### src/rtl/pingpong_frame_bram_pkg.sv
// Shared definitions for the ping-pong frame buffer.
// Provides the default word width and depth used by the FFT pipeline, and
// the packed real/imag word layout stored in each bank.
// No ports (package).

`ifndef SFFT_OUTPUT_WIDTH
`define SFFT_OUTPUT_WIDTH 16
`endif
`ifndef NFFT
`define NFFT 64
`endif

package pingpong_frame_bram_pkg;

    localparam int unsigned SFFT_OUTPUT_WIDTH = `SFFT_OUTPUT_WIDTH;
    localparam int unsigned FRAME_DEPTH       = `NFFT;

    typedef struct packed {
        logic signed [SFFT_OUTPUT_WIDTH-1:0] re;
        logic signed [SFFT_OUTPUT_WIDTH-1:0] im;
    } frame_word_t;

    localparam int unsigned FRAME_WIDTH = $bits(frame_word_t);

endpackage

### src/rtl/pingpong_frame_bram_sdp_bank.sv
// Simple dual-port RAM bank: one write port, one registered read port.
// Ports:
//   clk, reset_n     - clock, async active-low reset (read register only)
//   we, waddr, wdata - write port
//   re, raddr        - read strobe and address
//   rdata            - registered read data, holds when re=0
// The array itself has no reset so it maps onto block RAM.

module sdp_bank #(
    parameter int unsigned WIDTH  = 32,
    parameter int unsigned DEPTH  = 8,
    parameter int unsigned ADDR_W = $clog2(DEPTH)
) (
    input  logic              clk,
    input  logic              reset_n,
    input  logic              we,
    input  logic [ADDR_W-1:0] waddr,
    input  logic [WIDTH-1:0]  wdata,
    input  logic              re,
    input  logic [ADDR_W-1:0] raddr,
    output logic [WIDTH-1:0]  rdata
);

    logic [WIDTH-1:0] mem [DEPTH];

    always_ff @(posedge clk) begin
        if (we) begin
            mem[waddr] <= wdata;
        end
    end

    // Output register reset maps onto the RAM's output-latch reset.
    always_ff @(posedge clk or negedge reset_n) begin
        if (!reset_n) begin
            rdata <= '0;
        end else if (re) begin
            rdata <= mem[raddr];
        end
    end

endmodule

### src/rtl/pingpong_frame_bram.sv
// Double-buffered (ping-pong) frame buffer between FFT pipeline stages.
// Ports:
//   clk, reset_n, flush           - clock, async reset, sync frame-state clear
//   a_addr/a_wdata/a_we/a_commit  - producer: write frame, then commit bank
//   a_ready, a_bank               - write bank free / its index
//   b_addr/b_re/b_release         - consumer: read frame, then release bank
//   b_avail, b_bank               - read bank holds a frame / its index
//   b_rdata, b_rvalid             - read data, valid RD_LAT cycles after b_re
//   err_ovf, err_udf              - sticky misuse flags

module pingpong_frame_bram
    import pingpong_frame_bram_pkg::*;
#(
    parameter int unsigned WIDTH  = FRAME_WIDTH,
    parameter int unsigned DEPTH  = FRAME_DEPTH,
    parameter int unsigned ADDR_W = $clog2(DEPTH),
    parameter int unsigned RD_LAT = 1
) (
    input  logic              clk,
    input  logic              reset_n,
    input  logic              flush,
    input  logic [ADDR_W-1:0] a_addr,
    input  logic [WIDTH-1:0]  a_wdata,
    input  logic              a_we,
    input  logic              a_commit,
    output logic              a_ready,
    output logic              a_bank,
    input  logic [ADDR_W-1:0] b_addr,
    input  logic              b_re,
    input  logic              b_release,
    output logic              b_avail,
    output logic              b_bank,
    output logic [WIDTH-1:0]  b_rdata,
    output logic              b_rvalid,
    output logic              err_ovf,
    output logic              err_udf
);

    logic       wr_bank;
    logic       rd_bank;
    logic [1:0] full;
    logic [1:0] full_next;
    logic       wr_ok;
    logic       rd_ok;
    logic       commit_ok;
    logic       rel_ok;

    assign a_ready = ~full[wr_bank];
    assign b_avail = full[rd_bank];
    assign a_bank  = wr_bank;
    assign b_bank  = rd_bank;

    // flush also blocks the RAM ports so memory and b_rdata stay untouched.
    assign wr_ok     = a_we & a_ready & ~flush;
    assign rd_ok     = b_re & b_avail & ~flush;
    assign commit_ok = a_commit & a_ready;
    assign rel_ok    = b_release & b_avail;

    // commit_ok and rel_ok always address different banks (one is empty,
    // the other full), so both updates can apply in the same cycle.
    always_comb begin
        full_next = full;
        if (commit_ok) full_next[wr_bank] = 1'b1;
        if (rel_ok)    full_next[rd_bank] = 1'b0;
    end

    always_ff @(posedge clk or negedge reset_n) begin
        if (!reset_n) begin
            wr_bank <= 1'b0;
            rd_bank <= 1'b0;
            full    <= '0;
            err_ovf <= 1'b0;
            err_udf <= 1'b0;
        end else if (flush) begin
            wr_bank <= 1'b0;
            rd_bank <= 1'b0;
            full    <= '0;
            err_ovf <= 1'b0;
            err_udf <= 1'b0;
        end else begin
            full    <= full_next;
            wr_bank <= wr_bank ^ commit_ok;
            rd_bank <= rd_bank ^ rel_ok;
            err_ovf <= err_ovf | ((a_we | a_commit) & ~a_ready);
            err_udf <= err_udf | ((b_re | b_release) & ~b_avail);
        end
    end

    logic [WIDTH-1:0] bank_rdata [2];

    for (genvar g = 0; g < 2; g++) begin : g_bank
        sdp_bank #(
            .WIDTH  (WIDTH),
            .DEPTH  (DEPTH),
            .ADDR_W (ADDR_W)
        ) u_bank (
            .clk     (clk),
            .reset_n (reset_n),
            .we      (wr_ok & (wr_bank == 1'(g))),
            .waddr   (a_addr),
            .wdata   (a_wdata),
            .re      (rd_ok & (rd_bank == 1'(g))),
            .raddr   (b_addr),
            .rdata   (bank_rdata[g])
        );
    end

    // rd_sel remembers which bank the last accepted read came from, so reads
    // in flight across a release still return the released bank's data.
    logic             rd_sel;
    logic             s1_valid;
    logic [WIDTH-1:0] s1_data;

    always_ff @(posedge clk or negedge reset_n) begin
        if (!reset_n) begin
            rd_sel   <= 1'b0;
            s1_valid <= 1'b0;
        end else begin
            s1_valid <= rd_ok;
            if (rd_ok) rd_sel <= rd_bank;
        end
    end

    assign s1_data = rd_sel ? bank_rdata[1] : bank_rdata[0];

    if (RD_LAT == 2) begin : g_lat2
        logic             s2_valid;
        logic [WIDTH-1:0] s2_data;

        always_ff @(posedge clk or negedge reset_n) begin
            if (!reset_n) begin
                s2_valid <= 1'b0;
                s2_data  <= '0;
            end else begin
                s2_valid <= s1_valid & ~flush;
                if (s1_valid && !flush) s2_data <= s1_data;
            end
        end

        assign b_rdata  = s2_data;
        assign b_rvalid = s2_valid;
    end else begin : g_lat1
        assign b_rdata  = s1_data;
        assign b_rvalid = s1_valid;
    end

endmodule

### config.mk
export PLATFORM = sky130hd
export DESIGN_NAME = pingpong_frame_bram
export DESIGN_NICKNAME = d
export VERILOG_FILES = /design/src/rtl/pingpong_frame_bram_pkg.sv /design/src/rtl/pingpong_frame_bram_sdp_bank.sv /design/src/rtl/pingpong_frame_bram.sv
export SDC_FILE = /design/constraint.sdc
export NUM_CORES = 2
export LEC_CHECK = 0
export CAP_MARGIN = 0
export CORE_ASPECT_RATIO = 0.7
export CORE_MARGIN = 1
export CORE_UTILIZATION = 60
export CTS_BUF_LIST = sky130_fd_sc_hd__clkbuf_8 sky130_fd_sc_hd__clkbuf_16
export DETAILED_ROUTE_END_ITERATION = 8
export PLACE_DENSITY = 0.82
export RECOVER_POWER = 100
export SLEW_MARGIN = 20
export SYNTH_ARGS = -nofsm -noshare
export SYNTH_HDL_FRONTEND = slang
export SYNTH_SLANG_ARGS = --single-unit
### constraint.sdc
create_clock -name clk -period 5 [get_ports clk]
set_input_delay 0.75 -clock clk [delete_from_list [all_inputs] [get_ports clk]]
set_output_delay 0.75 -clock clk [all_outputs]
set_load 0.05 [all_outputs]
==> metrics.txt <==
number of nets in the finished design 8218; clock root cell clkbuf_16; fraction of the mapped netlist area in adder cells 0%; Rel. slew slack -237%; cell depth of the worst setup path 2; area share of the leading cell type in the synthesized netlist 76.6%; via count of the first global-routing pass 82303; CTS resizes 0; detailed-placement wirelength estimate roughly 250 mm; worst reg2reg setup slack 0.66 ns; total routed wirelength 436 mm; layout overhead on the synthesized area 11.2%; Pre-antenna DRT Iters 7; slowest stage delay, CP about 2.5 ns; post-route clock period utilization 89.4%; power density over the cells 397 nW/µm²; worst path buffer plus inverter count 2; cell-by-cell listing of the critical path clkbuf_1 -> clkbuf_1; CTS tree done; largest fanout on the critical path 56; Slew Viols, Final 3014; site row count 158; RSZ-0062 raised after global routing false; most congested layer reported by global routing met2; post-route core utilization 67.3%; global routing met2 resource utilization about 47%; Max H-tree Level 5; largest family of logic cells by synthesized area multiplexers; endpoints failing setup 0; Final Hold Viols 0; WHS Path Cells 1; number of top-level design ports 90; worst min path class in2reg; kind of end point of the critical path flop; Min-Delay Startpoint a_wdata[0]; critical path class in2reg; instance count of the mapped netlist just under 8000; total clock buffers created by CTS 358; CP most frequent cell clkbuf_1; Post-Syn Area 161000 µm²; violated checks capacitance limit, slew limit; endpoint of the worst hold path g_bank[0].u_bank.mem[54][0]$_DFFE_PP_; result of the run complete, but fails checks; Synth Area in Compound Gates 3.33%; reg-to-reg endpoint g_bank[1].u_bank.mem[62][15]$_DFFE_PP_; area inside the core boundary 265000 µm²; routability congestion estimate from global placement 0.928; via count of the routed design 84916; drt wl/cell 36.4 µm; DRT antenna net count 0; synth unique cells 31; synthesis-stage register bit count 4168; worst path arrival time 4.64 ns; multi-input combinational cell area between 30000 and 40000 µm²; count of cells along the worst register-to-register path 6; worst-case clock buffer depth 4; Sequential Area 125000 µm²; Die X 620 µm; cell family with most CP delay buffers and inverters; final critical path time including I/O delays and setup between 4 and 5 ns; clock transition at the registers of the reported paths around 0.070 ns; Sink Count 4168; total leakage power 59.4 nW; sequential-to-total area share from yosys stat 77.7%; mean instance size in the synthesized netlist 20.5 µm²; mux share of post-synthesis cell area 15.4%; global-route wire length before repair roughly 600 mm; share of final-layout standard cells stronger than drive strength 1 between 10% and 20%; IO Port Bufs around 90; Die Footprint 270000 µm²; pin count of the biggest net entering global routing 129; Initial Utilization 60.5%; antenna violations before repair 45; global routing met3 resource utilization 9.23%; Startpoint Class primary input; Post-Synth Simple-Gate Area 1.96%; Clock Skew roughly 0.044 ns; drt drc 0; global-route usage over all layers about a third; initial drt markers 15810; clock insertion delay at the later pin of the skew report 0.90 ns; Placement Cell Area 168000 µm²; post-synthesis share of cell area spent on xor and xnor gates 0%; max-cap violation count 66; Synthesized Nets 7876; launching point of the worst reg2reg path full[1]$_DFF_PN0_; summed area of non-filler cells in the final layout 179000 µm²; data required time at the worst endpoint 5.16 ns; worst-path cell with the longest stage delay clkbuf_1; total negative setup slack 0 ns; FILL cells 15661; top cells by area, synth edfxtp_1, mux2i_1, mux4_2; Yosys warning total 0; met1 routing resource usage after global routing 45.8%; worst-margin pin slew 5.05 ns; Die Span Y 435 µm; mean number of vias per cell around 7.1; largest area contributor in the netlist edfxtp_1; VDD IR max 0.334 mV; maximum achievable frequency ~220 MHz; aggregate global routing overflow 0
## state kept, by name, indices dropped and copies added (netlist names)
name / flops
g_bank.u_bank.rdata: 64
a_bank: 1
rd_sel: 1
b_bank: 1
full: 2
b_rvalid: 1
g_bank.u_bank.mem: 4096
err_ovf: 1
err_udf: 1
## report_power, final
part           leakage [nW]  total [mW]  switching, mW  internal [mW]
Combinational          15.7        4.40           3.06           1.34
Clock                  5.90        27.8           12.5           15.3
Sequential             37.8        38.8          0.231           38.5
## cells in the final DEF (no fill, tap or decap), types with 69 or more instances in the layout
cell and count:
inv_1 87, a22oi_1 577, nand2_1 81, clkbuf_16 366
mux4_2 512, clkinv_1 69, a21oi_1 69, clkbuf_2 88
clkbuf_1 101, mux2i_1 1281, buf_4 130, nor2_4 106
edfxtp_1 4096, nand3_1 262, dfrtp_1 72
## layer usage
layer	wire length, µm	share of wire, %
met1	151000	35
met2	196000	45
met3	68600	16
met4	20900	4.8
met5	194	0.044
## metrics by stage
step / hold WS [ns] / total power [mW] / worst slack (ns) / cells
2_1_floorplan: 0.454 / 41.6 / 1.26 / 7825
3_3_place_gp: 0.489 / 43.7 / 0.797 / 11326
3_5_place_dp: 0.494 / 43.8 / 0.730 / 11326
4_1_cts: 0.0902 / 70.9 / 1.28 / 11968
5_1_grt: 0.240 / 72.3 / 0.656 / 11973
6_report: 0.241 / 71.0 / 0.529 / 11986
## repair_timing
action | 4_1_cts | 5_1_grt
endpoints found under the setup margin | 0 | 0
hold buffers | 1 | 0
buffers inserted | 0 | 0
endpoints found under the hold margin | 27 | 0
## worst max-delay path by stage
stage,from,endpoint
floorplan,a_addr[0],g_bank[0].u_bank.mem[41][0]$_DFFE_PP_
CTS,rd_sel$_DFFE_PN0P_,b_rdata[24]
global route,flush,g_bank[0].u_bank.mem[31][25]$_DFFE_PP_
detailed placement,a_addr[3],g_bank[1].u_bank.mem[15][7]$_DFFE_PP_
global placement,a_addr[3],g_bank[1].u_bank.mem[15][5]$_DFFE_PP_
finish,a_wdata[22],g_bank[1].u_bank.mem[60][22]$_DFFE_PP_
## logic make-up (layout without fill, tap and decap cells)
group / count (synthesis) / count (layout)
other: 0 / 18
AOI/OAI and AO/OA: 714 / 714
and+or+nand+nor: 639 / 639
DFF: 4168 / 4168
muxes: 1825 / 1825
buffers and inverters: 479 / 1102
## cell usage after synthesis
cell type	count
nor2_2	1
buf_1	20
nand4_1	67
nand2_1	81
a22oi_1	577
inv_1	14
or3b_2	3
and3_1	64
a221o_1	64
and2_1	2
buf_2	220
nand3b_1	6
mux4_2	512
clkbuf_4	1
nor4bb_1	1
o21ai_0	3
dfrtp_1	72
nand3_1	263
or3_1	3
edfxtp_1	4096
nor4b_2	1
clkbuf_1	129
a21oi_1	69
nor2_1	139
mux2_2	32
buf_6	38
nor2b_1	7
buf_4	57
nand2b_1	1
mux2i_1	1281
a311oi_1	1
## cell type report
cell class                 instances  area share (%)
antenna                           18          0.0252
multi-input combinational       3178            19.1
inverter                          14          0.0294
tap                             3520            2.47
clock inverter                   267            1.22
clock buffer                     374            5.19
sequential                      4168            69.9
timing repair buffer             447            2.11
(Power assumes the default switching activity.)
